`config.mk`:
```
export PLATFORM = sky130hd
export DESIGN_NAME = spi_eeprom_target
export DESIGN_NICKNAME = d
export VERILOG_FILES = /design/src/rtl/spi_eeprom_pkg.sv /design/src/rtl/spi_eeprom_target_sync.sv /design/src/rtl/spi_eeprom_target.sv
export SDC_FILE = /design/constraint.sdc
export NUM_CORES = 1
export LEC_CHECK = 0
export CAP_MARGIN = 20
export CORE_AREA = 2 2 451 341
export DETAILED_ROUTE_END_ITERATION = 10
export DIE_AREA = 0 0 453 343
export PLACE_DENSITY_LB_ADDON = 0.15
export SKIP_LAST_GASP = 1
export SLEW_MARGIN = 15
export SYNTH_ARGS = -nofsm -noshare
export SYNTH_HDL_FRONTEND = slang
export SYNTH_HIERARCHICAL = 1
export SYNTH_SLANG_ARGS = --single-unit
export TNS_END_PERCENT = 30
```
`constraint.sdc`:
```
create_clock -name clk -period 13.71 [get_ports clk]
set_clock_uncertainty 0.05 [all_clocks]
set_input_delay 2.742 -clock clk [delete_from_list [all_inputs] [get_ports clk]]
set_output_delay 2.742 -clock clk [all_outputs]
set_load 0.02 [all_outputs]
```
`src/rtl/spi_eeprom_pkg.sv`:
```
// Shared opcodes, FSM states and status-register layout for the SPI EEPROM target.
package spi_eeprom_pkg;

   localparam logic [7:0] OP_READ  = 8'h03;
   localparam logic [7:0] OP_WRITE = 8'h02;
   localparam logic [7:0] OP_WREN  = 8'h06;
   localparam logic [7:0] OP_WRDI  = 8'h04;
   localparam logic [7:0] OP_RDSR  = 8'h05;

   localparam int SR_WEL = 1;
   localparam int SR_WIP = 0;

   typedef enum logic [2:0] {
      ST_IDLE,
      ST_CMD,
      ST_ADDR,
      ST_RD,
      ST_WR,
      ST_STAT,
      ST_IGNORE
   } state_e;

   // Writes never stall this model, so WIP always reads back as 0.
   function automatic logic [7:0] statusByte(input logic welBit);
      logic [7:0] sr;
      sr         = 8'h00;
      sr[SR_WEL] = welBit;
      sr[SR_WIP] = 1'b0;
      return sr;
   endfunction

endpackage

```
`src/rtl/spi_eeprom_target_sync.sv`:
```
// Two-flop synchronizer for an asynchronous pin, plus registered rise/fall pulses
// aligned with the delayed level output.
module spi_sync_edge #(
   parameter logic RESET_VAL = 1'b0
) (
   input  logic clk,
   input  logic rst_n,
   input  logic d_i,
   output logic level_o,
   output logic rise_o,
   output logic fall_o
);

   logic meta_q;
   logic sync_q;
   logic prev_q;
   logic rise_q;
   logic fall_q;

   always_ff @(posedge clk or negedge rst_n) begin
      if (!rst_n) begin
         meta_q <= RESET_VAL;
         sync_q <= RESET_VAL;
         prev_q <= RESET_VAL;
         rise_q <= 1'b0;
         fall_q <= 1'b0;
      end else begin
         meta_q <= d_i;
         sync_q <= meta_q;
         prev_q <= sync_q;
         rise_q <= sync_q & ~prev_q;
         fall_q <= ~sync_q & prev_q;
      end
   end

   assign level_o = prev_q;
   assign rise_o  = rise_q;
   assign fall_o  = fall_q;

endmodule

```
`src/rtl/spi_eeprom_target.sv`:
```
// Mode-0 SPI target emulating a small 25xx serial EEPROM (READ/WRITE/WREN/WRDI/RDSR),
// with every SPI pin oversampled by the system clock.
module spi_eeprom_target
   import spi_eeprom_pkg::*;
#(
   parameter int MEM_BYTES = 128,
   parameter int ADDR_W    = 7
) (
   input  logic              clk,
   input  logic              rst_n,
   input  logic              spi_cs_n,
   input  logic              spi_sclk,
   input  logic              spi_mosi,
   output logic              spi_miso,
   input  logic              pre_we,
   input  logic [ADDR_W-1:0] pre_addr,
   input  logic [7:0]        pre_wdata,
   output logic              busy,
   output logic              wel
);

   logic csLevel, csRise, csFall;
   logic sclkLevel, sclkRise, sclkFall;
   logic mosiLevel, mosiRise, mosiFall;
   logic unusedSync;

   spi_sync_edge #(.RESET_VAL(1'b1)) uCsSync (
      .clk(clk), .rst_n(rst_n), .d_i(spi_cs_n),
      .level_o(csLevel), .rise_o(csRise), .fall_o(csFall)
   );

   spi_sync_edge #(.RESET_VAL(1'b0)) uSclkSync (
      .clk(clk), .rst_n(rst_n), .d_i(spi_sclk),
      .level_o(sclkLevel), .rise_o(sclkRise), .fall_o(sclkFall)
   );

   spi_sync_edge #(.RESET_VAL(1'b0)) uMosiSync (
      .clk(clk), .rst_n(rst_n), .d_i(spi_mosi),
      .level_o(mosiLevel), .rise_o(mosiRise), .fall_o(mosiFall)
   );

   assign unusedSync = ^{sclkLevel, mosiRise, mosiFall};

   state_e            state_q, state_d;
   logic [2:0]        bitCnt_q, bitCnt_d;
   logic [7:0]        rxSh_q, rxSh_d;
   logic [7:0]        txSh_q, txSh_d;
   logic [ADDR_W-1:0] addr_q, addr_d;
   logic              wel_q, wel_d;
   logic              isRead_q, isRead_d;
   logic              wrCmd_q, wrCmd_d;
   logic [7:0]        rxNext;
   logic              memWe;
   logic [7:0]        mem_q [MEM_BYTES];

   always_comb begin
      state_d  = state_q;
      bitCnt_d = bitCnt_q;
      rxSh_d   = rxSh_q;
      txSh_d   = txSh_q;
      addr_d   = addr_q;
      wel_d    = wel_q;
      isRead_d = isRead_q;
      wrCmd_d  = wrCmd_q;
      memWe    = 1'b0;
      rxNext   = {rxSh_q[6:0], mosiLevel};

      // Deselect discards any partial byte; only a completed WRITE command clears WEL.
      if (csRise) begin
         state_d  = ST_IDLE;
         bitCnt_d = 3'd0;
         txSh_d   = 8'h00;
         wrCmd_d  = 1'b0;
         if (wrCmd_q) wel_d = 1'b0;
      end else if (csFall) begin
         state_d  = ST_CMD;
         bitCnt_d = 3'd0;
         rxSh_d   = 8'h00;
         txSh_d   = 8'h00;
         wrCmd_d  = 1'b0;
      end else if (state_q != ST_IDLE) begin
         if (sclkRise) begin
            rxSh_d   = rxNext;
            bitCnt_d = bitCnt_q + 3'd1;
            if (bitCnt_q == 3'd7) begin
               txSh_d = 8'h00;
               case (state_q)
                  ST_CMD: begin
                     case (rxNext)
                        OP_READ: begin
                           state_d  = ST_ADDR;
                           isRead_d = 1'b1;
                        end
                        OP_WRITE: begin
                           state_d  = ST_ADDR;
                           isRead_d = 1'b0;
                           wrCmd_d  = 1'b1;
                        end
                        OP_WREN: begin
                           wel_d   = 1'b1;
                           state_d = ST_IGNORE;
                        end
                        OP_WRDI: begin
                           wel_d   = 1'b0;
                           state_d = ST_IGNORE;
                        end
                        OP_RDSR: begin
                           state_d = ST_STAT;
                           txSh_d  = statusByte(wel_q);
                        end
                        default: state_d = ST_IGNORE;
                     endcase
                  end
                  ST_ADDR: begin
                     addr_d = rxNext[ADDR_W-1:0];
                     if (isRead_q) begin
                        txSh_d  = mem_q[rxNext[ADDR_W-1:0]];
                        addr_d  = rxNext[ADDR_W-1:0] + ADDR_W'(1);
                        state_d = ST_RD;
                     end else begin
                        state_d = ST_WR;
                     end
                  end
                  ST_RD: begin
                     txSh_d = mem_q[addr_q];
                     addr_d = addr_q + ADDR_W'(1);
                  end
                  ST_WR: begin
                     memWe  = wel_q;
                     addr_d = addr_q + ADDR_W'(1);
                  end
                  ST_STAT: txSh_d = statusByte(wel_q);
                  default: ;
               endcase
            end
         end else if (sclkFall && (bitCnt_q != 3'd0)) begin
            txSh_d = {txSh_q[6:0], 1'b0};
         end
      end
   end

   always_ff @(posedge clk or negedge rst_n) begin
      if (!rst_n) begin
         state_q  <= ST_IDLE;
         bitCnt_q <= 3'd0;
         rxSh_q   <= 8'h00;
         txSh_q   <= 8'h00;
         addr_q   <= '0;
         wel_q    <= 1'b0;
         isRead_q <= 1'b0;
         wrCmd_q  <= 1'b0;
      end else begin
         state_q  <= state_d;
         bitCnt_q <= bitCnt_d;
         rxSh_q   <= rxSh_d;
         txSh_q   <= txSh_d;
         addr_q   <= addr_d;
         wel_q    <= wel_d;
         isRead_q <= isRead_d;
         wrCmd_q  <= wrCmd_d;
      end
   end

   // Backdoor preload only lands while the bus is idle.
   always_ff @(posedge clk) begin
      if (memWe) begin
         mem_q[addr_q] <= rxNext;
      end else if (pre_we && !busy) begin
         mem_q[pre_addr] <= pre_wdata;
      end
   end

   assign spi_miso = txSh_q[7];
   assign busy     = ~csLevel;
   assign wel      = wel_q;

endmodule

```
### After elaboration in Yosys (flattened, before gate mapping)

Memory sizes are Yosys's and may differ from the RTL's.
Cells that the tools add are included.

| operators by class | value |
|---|---|
| add/sub/neg operators | 3 |
| eq/ne operators | 14 |
| muxes and demuxes | 56 |
| bitwise gates (word level) | 10 |
| reductions and logical operators | 31 |

Operators by type and width:

| kind | number |
|---|---|
| 2-to-1 mux 8 bit | 8 |
| 2-to-1 mux 7 bit | 5 |
| case mux 8 bit (4 select lines) | 1 |
| 2-to-1 mux 3 bit | 10 |
| 2-to-1 mux 1 bit | 26 |
| == test 8 x 3 -> 1 bit (second input constant) | 3 |
| nonzero test 3 bit | 8 |
| == test 8 x 2 -> 1 bit (second input constant) | 2 |
| nonzero test 2 bit | 8 |
| adder 7 x 1 -> 7 bit (second input constant) | 2 |
| case mux 7 bit (2 select lines) | 1 |
| AND reduction 7 bit | 2 |
| case mux 3 bit (2 select lines) | 2 |
| == test 3 bit (second input constant) | 3 |
| nonzero test 4 bit | 2 |
| OR reduction 8 bit | 1 |
| == test 3 x 2 -> 1 bit (second input constant) | 2 |
| NOT 1 bit | 6 |
| AND reduction 3 bit | 2 |
| AND reduction 6 bit | 1 |
| AND reduction 5 bit | 1 |
| AND 1 bit | 4 |
| inequality test 4 bit (second input constant) | 1 |
| case mux 1 bit (2 select lines) | 2 |
| 9 further kinds | 11 |

| word-level totals | value |
|---|---|
| register bits | 44 |
| memory bits (writable) | 1024 |
| input bits | 21 |
| output and inout bits | 3 |
| logic and storage cells | 136 |
| memories | 1 |

Memory list:

| memory | words | width | rd ports | clocked after Yosys merged registers in | write ports | RTL line | text |
|---|---|---|---|---|---|---|---|
| mem_q | 128 | 8 | 2 | 0 | 1 | spi_eeprom_target.sv:54 | `logic [7:0] mem_q [MEM_BYTES];` |

### Logic depth before layout (Yosys ltp)

| depth | value |
|---|---|
| depth after elaboration | 11 |
| depth in mapped cells | 14 |
| gate-level depth less buffers | 9 |

### By module

The synthesis kept the hierarchy.

Modules (own cells, without submodules):

| module | instances | cells an instance | area an instance (um^2) | sequential area each (um^2) |
|---|---|---|---|---|
| spi_eeprom_target | 1 | 2731 | 50614.8 | 31525.2 |
| spi_sync_edge (uMosiSync ...) | 2 | 7 | 140.1 | 125.1 |
| spi_sync_edge (uCsSync) | 1 | 7 | 143.9 | 128.9 |

### Worst setup path before layout

OpenSTA, ideal clock, no wires.

| timing path | value |
|---|---|
| kind | input -> register |
| from | input port pre_we |
| to | memory mem_q[0][0], data pin |
| library setup time | 1197 ps |
| arrival | 8223 ps |
| data required time | 12463 ps |
| path slack | 4240 ps |
| stages on the path | 4 |
| cell sequence | o311a_4 > buf_6 > clkbuf_1 > o21ai_0 |

| on the way | value |
|---|---|
| longest elaborated chain between the ends | 6 |

Ends and longest elaborated chain:

| element | RTL line | text |
|---|---|---|
| start: declaration | spi_eeprom_target.sv:15 | `input logic pre_we,` |
| logical AND 1 bit | spi_eeprom_target.sv:168 | `end else if (pre_we && !busy) begin` |
| 2-to-1 mux 1 bit | spi_eeprom_target.sv:168 |  |
| 2-to-1 mux 1 bit | spi_eeprom_target.sv:166 | `if (memWe) begin` |
| 2-to-1 mux 1 bit (not written as such) | spi_eeprom_target.sv:169 | `mem_q[pre_addr] <= pre_wdata;` |
| OR reduction 8 bit (no line) | -- |  |
| 2-to-1 mux 8 bit (no line) | -- |  |
| end: declaration | spi_eeprom_target.sv:54 |  |

No other way between the ends.

### Worst setup path after layout

| timing path | value |
|---|---|
| from | input port pre_we |
| to | memory mem_q[119][6], enable pin |

| on the way | value |
|---|---|
| longest elaborated chain between the ends | 6 |
| elaborated cells between the ends (all ways) | 7 |
| those cells by class | mux: 5; reduce/logical: 2 |

Ends and longest elaborated chain:

| element | RTL line |
|---|---|
| logical AND 1 bit (*) | spi_eeprom_target.sv:168 |
| 2-to-1 mux 1 bit (*) | spi_eeprom_target.sv:168 |
| 2-to-1 mux 1 bit (*) | spi_eeprom_target.sv:166 |
| 2-to-1 mux 1 bit (not written as such) (*) | spi_eeprom_target.sv:169 |
| OR reduction 8 bit (no line) | -- |
| 2-to-1 mux 7 bit (no line) / 2-to-1 mux 1 bit (equally long branches) | -- |

Mark *: on every way between the ends. The rest lies on a longest branch, timed or not.

==> metrics.md <==
| Metric | Value |
|---|---|
| Status | finished, final reports clean |
| Clock sink count | 1,068 |
| Core Area | 151,300 sq um |
| Routed wire length | 184,200 um |
| Worst vdd ir | 0.08351 mV |
| Reg2reg start | addr_q[0] |
| Yosys warning count | 6 |
| CTS tree | built |
| Setup bufs post-CTS | 0 |
| CP max FO | 26 |
| Hold Path End | uMosiSync/sync_q |
| Starting density of the core | 0.3370 |
| Final setup violation count | 0 |
| DRC | 0 |
| Initial antenna violation count | 10 |
| Reg clk slew, reported paths | 0.06 ns |
| Post-Synthesis Cells | 2,748 |
| Total CTS buffers | 104 |
| First-pass GRT wire length | 253,800 um |
| Hold Path Class | reg -> reg |
| FF-to-FF path depth | 8 |
| Multi-input logic area | 17,900 sq um |
| Post-synth net total | 2,777 |
| CP startpoint kind | input pin |
| IO Pins | 24 |
| Root buf cell | clkbuf_16 |
| Area Overhead vs Synth | 11.11% |
| DR WL/cell | 38.03 um |
| H-tree depth | 3 |
| # port buffers | 23 |
| Register Area | 31,880 sq um |
| Maximum clock path buffer count | 3 |
| Die width | 453 um |
| Layout cells sized above 1 | 0.2882 |
| Worst-Margin Slew | 1.297 ns |
| Drt pass-1 iters | 6 |
| Vias in the first global route | 29,770 |
| R2R Path End | txSh_q[4] |
| Power Dens Cells | 130.0 nW/um^2 |
| Setup total negative slack | 0 ns |
| Fin area | 56,640 sq um |
| # hold bufs at CTS | 0 |
| Post-Syn Area per Cell | 18.55 sq um |
| Crit Path Class | in -> reg |
| CTS resizes | 0 |
| Largest net degree at the start of global routing | 129 |
| Critical Path AT | 6.07 ns |
| Max frequency | 0.1739 GHz |
| Most common cell after layout, fill and taps aside | edfxtp_1 |
| Synth Cell Area | 50,970 sq um |
| Final #Nets | 2,765 |
| Crit end category | flop |
| Rel. slew slack | 0.1357 |
| Max-cap viol count | 0 |
| Final ANT Viol Nets | 0 |
| Data required time of the worst path | 14.03 ns |
| # fillers | 13,770 |
| Die area | 155,400 sq um |
| Final count of hold timing violations | 0 |
| GR Overflow Total | 0 |
| Die H | 343 um |
| Row count | 124 |
| Hpwl dp | 121,100 um |
| Final period utilization | 0.4193 |
| Cell area after placement | 53,190 sq um |
| Leak Pwr | 0.01718 uW |
| Max-slew violations | 0 |
| Tmin final | 5.749 ns |
| Iteration-0 DRC Markers | 4,393 |
| Vias per Instance | 6.258 |
| GR Util All Layers | 0.2359 |
| Via count | 30,310 |
| Commonest cells after routing, fill and taps aside | edfxtp_1 (1,024), mux4_2 (491), nor2_1 (169) |
| RSZ-0062 raised after global routing | no |
| Hold Path Stages | 0 |
| RePlAce Congestion | 0.9224 |
| Hold Path Origin | uMosiSync/meta_q |
| Register-to-register setup slack | 8.69 ns |
| Skew-Pair Late Insertion Delay | 0.73 ns |
==> state kept, by name (all words and copies together), names as in the netlist, 3 cells and up <==
register / cells
addr_q: 7
bitCnt_q: 3
mem_q: 1024
rxSh_q: 7
state_q: 3
txSh_q: 8
==> critical path: stages <==
cell	delay, ns
clkdlybuf4s50_1	0.70
o311a_4	0.56
nor2_1	0.09
a41oi_1	0.56
or2_2	0.93
nor2_1	0.43
==> metal layers <==
layer  vias to the layer above  GRT usage  part of all wire
met5                         -          0           0.00015
met4                         4    0.06354             0.028
met3                       281    0.06549              0.11
met2                      1852     0.3268              0.42
met1                     16500     0.3605              0.45
li1                      11670          -                 -
==> area by class of cell <==
type                       count  share of cell area
sequential                  1068              0.5629
multi-input combinational   1456              0.3160
clock buffer                 124             0.04765
tap                         2016             0.04454
timing repair buffer          92             0.01467
clock inverter                70             0.01310
inverter                      14           0.0009720
antenna                        3           0.0001325
==> stage by stage <==
stage                     worst slack (ns)  std cells  hold slack (ns)    util  total power, uW
final                                7.961       4843           0.2994  0.3744             7362
after global placement               7.340       4646           0.2933  0.3516             4462
after global routing                 7.846       4840           0.3157  0.3744             7556
after detailed placement             7.290       4646           0.2935  0.3516             4466
after floorplan                      4.240       2748           0.2812       -             4163
after CTS                            8.036       4840           0.3039  0.3744             7410
==> worst max-delay path by stage <==
stage	endpoint	start	cells after the start	slack (ns)
6_report	mem_q[119][6]	pre_we	6	7.96
5_1_grt	mem_q[116][5]	pre_we	5	7.85
4_1_cts	mem_q[116][5]	pre_we	5	8.04
3_5_place_dp	mem_q[126][5]	pre_we	5	7.29
3_3_place_gp	mem_q[15][2]	pre_we	6	7.34
2_1_floorplan	mem_q[0][0]	pre_we	4	4.24
==> report_power, final <==
part	switching [uW]	internal, uW	total, uW
clock	1310	1660	2960
combinational	483	268	751
sequential	30.0	3620	3650
total	1820	5540	7360
Power figures use the tool's default switching activity.
